**config.mk**
```make
export PLATFORM = sky130hd
export DESIGN_NAME = cape_decoder
export DESIGN_NICKNAME = d
export VERILOG_FILES = /design/src/rtl/cape_decoder.sv
export SDC_FILE = /design/constraint.sdc
export NUM_CORES = 1
export LEC_CHECK = 0
export ABC_AREA = 0
export ABC_CLOCK_PERIOD_IN_PS = 2500
export CORE_ASPECT_RATIO = 2
export CORE_UTILIZATION = 55
export CTS_BUF_LIST = sky130_fd_sc_hd__clkbuf_8
export CTS_CLUSTER_DIAMETER = 100
export DETAILED_ROUTE_END_ITERATION = 16
export GPL_TIMING_DRIVEN = 0
export MAX_ROUTING_LAYER = met4
export PLACE_DENSITY = 0.91
export SLEW_MARGIN = 30
export SYNTH_ARGS = -nofsm -noshare
export SYNTH_HDL_FRONTEND = slang
export SYNTH_SLANG_ARGS = --single-unit
```
**constraint.sdc**
```tcl
create_clock -name clk -period 2.5 [get_ports clk]
set_input_delay 0.75 -clock clk [delete_from_list [all_inputs] [get_ports clk]]
set_output_delay 0.75 -clock clk [all_outputs]
set_load 0.03 [all_outputs]
```
**src/rtl/cape_decoder.sv**
```systemverilog
// -----------------------------------------------------------------------------
// cape_decoder
//   Stochastic-to-binary decoder for CAPE / cape_ET SNG bitstreams.
//   Each lane counts weighted 1s over one generation window. The window is
//   closed by the SNG's done pulse. The decoded values and the window length
//   in bit_valid cycles are presented through a valid/ready handshake.
//
// Parameters
//   WIDTH       binary precision; full-length window = 2**WIDTH bits
//   NUM_INPUTS  number of independent decoded lanes
//   WT_W        width of bit_wt
//
// Ports
//   clk         clock, posedge
//   rst_n       asynchronous active-low reset
//   clear       synchronous clear of accumulators, window count, ovr, out_valid
//   bit_valid   Xs / bit_wt carry a bit this cycle
//   Xs          stochastic bits, one per lane
//   bit_wt      log2 of the cycles this bit stands for (ET bypass depth)
//   done_in     SNG done pulse: the window ended on the previous bit
//   out_ready   consumer accepts the presented result
//   out_valid   Bys / win_cycles hold a completed window
//   Bys         decoded values per lane
//   win_cycles  bit_valid cycles in the reported window
//   ovr         sticky: a completed window overwrote an unaccepted one
//
// Configuration
//   CAPE_DEC_ET_WEIGHT_EN defined   : each 1 adds 1 << min(bit_wt, WIDTH)
//   CAPE_DEC_ET_WEIGHT_EN undefined : bit_wt ignored, each 1 adds exactly 1
//   The port list is identical in both builds.
// -----------------------------------------------------------------------------
module cape_decoder #(
  parameter int WIDTH      = 8,
  parameter int NUM_INPUTS = 1,
  parameter int WT_W       = $clog2(WIDTH + 1)
) (
  input  logic                  clk,
  input  logic                  rst_n,
  input  logic                  clear,
  input  logic                  bit_valid,
  input  logic [NUM_INPUTS-1:0] Xs,
  input  logic [WT_W-1:0]       bit_wt,
  input  logic                  done_in,
  input  logic                  out_ready,
  output logic                  out_valid,
  output logic [WIDTH-1:0]      Bys [NUM_INPUTS-1:0],
  output logic [WIDTH:0]        win_cycles,
  output logic                  ovr
);

  // 2**WIDTH: the saturation ceiling of accumulators and the window counter
  localparam logic [WIDTH:0] FULL_SCALE = {1'b1, {WIDTH{1'b0}}};
  localparam logic [WIDTH:0] ONE        = {{WIDTH{1'b0}}, 1'b1};

  typedef enum logic {
    S_EMPTY = 1'b0,
    S_FULL  = 1'b1
  } state_e;

  state_e                         state_q;
  logic                           out_valid_q;
  logic                           ovr_q;
  logic [WIDTH:0]                 win_cycles_q;
  logic [WIDTH:0]                 cyc_cnt_q;
  logic [WIDTH:0]                 cyc_cnt_d;
  logic [NUM_INPUTS-1:0][WIDTH:0] acc_q;
  logic [NUM_INPUTS-1:0][WIDTH:0] acc_d;    // running window plus this bit
  logic [NUM_INPUTS-1:0][WIDTH:0] first_d;  // this bit alone, starts a new window
  logic [NUM_INPUTS-1:0][WIDTH-1:0] bys_q;
  logic [NUM_INPUTS-1:0][WIDTH-1:0] bys_d;
  logic [WIDTH:0]                 wt_val;

  // Add with a ceiling of 2**WIDTH; the extra sum bit catches the carry.
  function automatic logic [WIDTH:0] sat_add(input logic [WIDTH:0] a,
                                             input logic [WIDTH:0] b);
    logic [WIDTH+1:0] s;
    s = {1'b0, a} + {1'b0, b};
    if (s >= {1'b0, FULL_SCALE}) return FULL_SCALE;
    return s[WIDTH:0];
  endfunction

`ifdef CAPE_DEC_ET_WEIGHT_EN
  // One-hot weight; depths beyond WIDTH clamp to a full window's worth.
  always_comb begin
    wt_val = '0;
    if (bit_wt >= WT_W'(WIDTH)) wt_val[WIDTH] = 1'b1;
    else                        wt_val[bit_wt] = 1'b1;
  end
`else
  logic unused_bit_wt;
  assign unused_bit_wt = ^bit_wt;
  assign wt_val        = ONE;
`endif

  assign cyc_cnt_d = sat_add(cyc_cnt_q, ONE);

  for (genvar gi = 0; gi < NUM_INPUTS; gi++) begin : g_lane
    assign acc_d[gi]   = sat_add(acc_q[gi], Xs[gi] ? wt_val : '0);
    assign first_d[gi] = (bit_valid && Xs[gi]) ? wt_val : '0;
    // A saturated accumulator holds exactly 2**WIDTH, reported as all ones.
    assign bys_d[gi]   = acc_q[gi][WIDTH] ? {WIDTH{1'b1}} : acc_q[gi][WIDTH-1:0];
    assign Bys[gi]     = bys_q[gi];
  end

  always_ff @(posedge clk or negedge rst_n) begin
    if (!rst_n) begin
      state_q      <= S_EMPTY;
      out_valid_q  <= 1'b0;
      ovr_q        <= 1'b0;
      win_cycles_q <= '0;
      cyc_cnt_q    <= '0;
      acc_q        <= '0;
      bys_q        <= '0;
    end else if (clear) begin
      state_q      <= S_EMPTY;
      out_valid_q  <= 1'b0;
      ovr_q        <= 1'b0;
      win_cycles_q <= '0;
      cyc_cnt_q    <= '0;
      acc_q        <= '0;
      bys_q        <= '0;
    end else if (done_in) begin
      // Close the window. A bit arriving with done_in belongs to the next one.
      bys_q        <= bys_d;
      win_cycles_q <= cyc_cnt_q;
      acc_q        <= first_d;
      cyc_cnt_q    <= bit_valid ? ONE : '0;
      state_q      <= S_FULL;
      out_valid_q  <= 1'b1;
      if (state_q == S_FULL && !out_ready) ovr_q <= 1'b1;
    end else begin
      if (bit_valid) begin
        acc_q     <= acc_d;
        cyc_cnt_q <= cyc_cnt_d;
      end
      if (state_q == S_FULL && out_ready) begin
        state_q     <= S_EMPTY;
        out_valid_q <= 1'b0;
      end
    end
  end

  assign out_valid  = out_valid_q;
  assign win_cycles = win_cycles_q;
  assign ovr        = ovr_q;

endmodule

```
==> out/summary.txt <==
outcome = finished, violations left
violated checks = design-rule violations
number of global-route vias before repair = 1565
post-DP HPWL = 2.928 mm
post-route ant nets = 0
I/O Buffers = 24
FF+latch count, synth = 37
Mapped Avg Cell Area = 9.782 sq um
type of the tightest min-delay check = primary input to asynchronous set/reset pin
Area contributors post-synth = dfrtp_1 49%, nor2_1 7.6%, mux2i_1 6.4%, a211oi_1 4.0%, nand2_1 2.2%
syn nets = 206
worst rel slew slack = 62.81%
crit start category = primary input
final worst slack = 0.1916 ns
Die ar. = 3667 sq um
CTS H-tree depth = 2
MaxCap Viol Count = 0
Num CTS Buffers = 5
P per Cell Area = 499.9 nW/um^2
initial antenna violation count = 0
skew final = 0.004624 ns
final hold vios = 0
1st-iter DRT viols = 44
crit path cell chain = clkdlybuf4s50_1 > or2_1 > buf_2 > nor2_2 > mux2i_4 > o21ai_1 > a22o_1
hold slack = 0.3677 ns
Setup Crit Path Kind = primary input to flop
max-slew violation count = 0
GPL Wtd Cong = 0.9174
Die Y = 84.64 um
die width = 43.32 um
diodes inserted = 0
vias per std cell = 5.996
main flop type after synthesis = dfrtp_1
Post-Syn Area = 1878 sq um
Req. time, crit path = 2.68 ns
Yosys cell types = 40
FMAX = 433.2 MHz
Post-synth ARST share = 100.0%
Yosys top cell area share = 49.30%
Reg clk slew, reported paths = 0.07 ns
drt first pass iters = 10
pin count of the biggest net entering global routing = 26
synthesis-to-layout area growth = 23.78%
first-pass GRT wire length = 6.962 mm
Cells after Synth = 192
Longest Clk Path Bufs = 2
Post-synth EDFFs = 0
Congestion Overflow GR = 0
R2R setup slack = 0.56 ns
RSZ-0062 raised after global routing = false
Setup TNS = 0 ns
Total Wirelength = 4.081 mm
Leak = 1.035 nW
GR Util All Layers = 25.58%
Syn. warnings = 0
Worst EP arrival = 2.48 ns
post-synthesis sequential area ratio = 49.30%
Synth area leader = dfrtp_1
Tightest Pin Transition = 0.5557 ns
clock latency on the worst-skew pair = 0.28 ns
Max VDD drop = 433.5 uV
pre-CTS WS = -0.5033 ns
Root Driver = clkbuf_8
Avg WL per Cell = 15.82 um
Core ar. = 3229 sq um
Tmin final = 2.308 ns
Final Setup Violations = 0
Clock Sinks = 37
Final period util = 92.34%
crit path max fanout = 10
worst stage delay on the critical path = 0.57 ns
slowest CP cell = clkdlybuf4s50_1
Starting Density = 58.16%
I/O Pins = 30
Final #Nets = 241
DR vias = 1547
FP Rows = 29
CTS tree = built
layout cell share with drive strength beyond 1 = 11.89%
Critical Path Sink Type = flop
# DRC = 2
layout make-up:
type	count	area [sq um]
clock inverter	1	3.754
multi-input combinational	144	940.9
fill	257	904.6
inverter	1	3.754
sequential	37	925.9
timing repair buffer	28	287.8
buffer	10	41.29
tap	31	38.79
clock buffer	6	82.58
registers in the layout (all words and copies together), names as in the netlist:
register and flops:
Bys 8, acc_q 9, cyc_cnt_q 9, out_valid 1, ovr 1, win_cycles 9
logic make-up (layout without fill, tap and decap cells):
logic type                 Yosys count  in the layout  share of synthesized area (%)
buffers and inverters               11             46                          2.398
adders and majority gates            3              3                          1.999
DFF                                 37             37                          49.30
muxes                               14             14                          8.394
AOI/OAI and AO/OA                   36             36                          12.86
and+or+nand+nor                     89             89                          24.12
xor gates and xnor gates             2              2                         0.9329
through the flow:
step	cell area (sq um)	util (%)	instances	power [mW]
detailed placement	2180	67.49	248	0.7620
CTS	2322	71.91	258	1.167
finish	2325	71.99	258	1.162
global placement	2157	66.80	247	0.7546
floorplan	1878	-	192	0.7015
global route	2325	71.99	258	1.205
metal layers:
layer	global-route usage, %	up-vias	routed length, um
met5	-	-	0
met4	10.23	0	108
met3	4.301	10	122
met2	41.74	43	2124
met1	30.67	746	1726
li1	-	748	-
cells in the mapped netlist (2+ instances only):
cell,instances
mux2i_1,12
xnor2_1,2
nor3_2,2
o21ai_1,2
nor2b_1,2
clkbuf_1,5
nand3_1,8
dfrtp_1,37
nand2b_1,4
buf_2,3
a22o_1,4
or3_1,2
o21ai_0,4
nand2_1,11
a21o_1,2
and3_4,2
buf_1,2
nand3b_1,2
nor3_1,4
ha_1,3
a31oi_1,2
and3_1,5
nor2_1,38
a211oi_1,10
nor2_2,2
o22ai_1,2
a21oi_1,7
critical path: cells and delay by family:
kind | cells | cell delay (ns)
multiplexers | 1 | 0.26
AO/OA/AOI/OAI | 2 | 0.38
buffers and inverters | 2 | 0.83
AND/OR/NAND/NOR | 2 | 0.26
cell usage in the layout, fill, tap and decap left out, types with 3 or more instances in the layout:
cell type,n
clkdlybuf4s50_1,22
and3_1,5
buf_2,4
nand3_1,7
o21ai_0,4
a21oi_1,7
clkbuf_1,5
clkbuf_8,6
a22o_1,4
nand2_1,11
a211oi_1,10
dfrtp_1,37
nor2_1,38
nor3_1,4
nand2b_1,4
buf_4,3
mux2i_1,12
where the power goes:
group	leakage (nW)	switching (mW)	internal, mW
registers	0.508	0.00873	0.610
clock network	0.0485	0.196	0.215
logic	0.478	0.0814	0.0509
path summary, 6_finish.rpt:
kind,cells after the start,to,start
setup / recovery,7,cyc_cnt_q[5],clear
hold / removal,1,cyc_cnt_q[3],rst_n
setup reg to reg,7,acc_q[2],acc_q[0]
hold reg to reg,2,ovr,ovr
max in group asynchronous,2,Bys[7],rst_n
min in group clk,2,ovr,ovr
what timing repair did:
action                                  4_1_cts  5_1_grt
pin swaps                                     1        2
hold buffers                                  0        0
resized for setup                             6        1
buffers inserted                              3        0
endpoints found under the setup margin        2        2
Note: power is estimated with default switching activity, not from simulation.
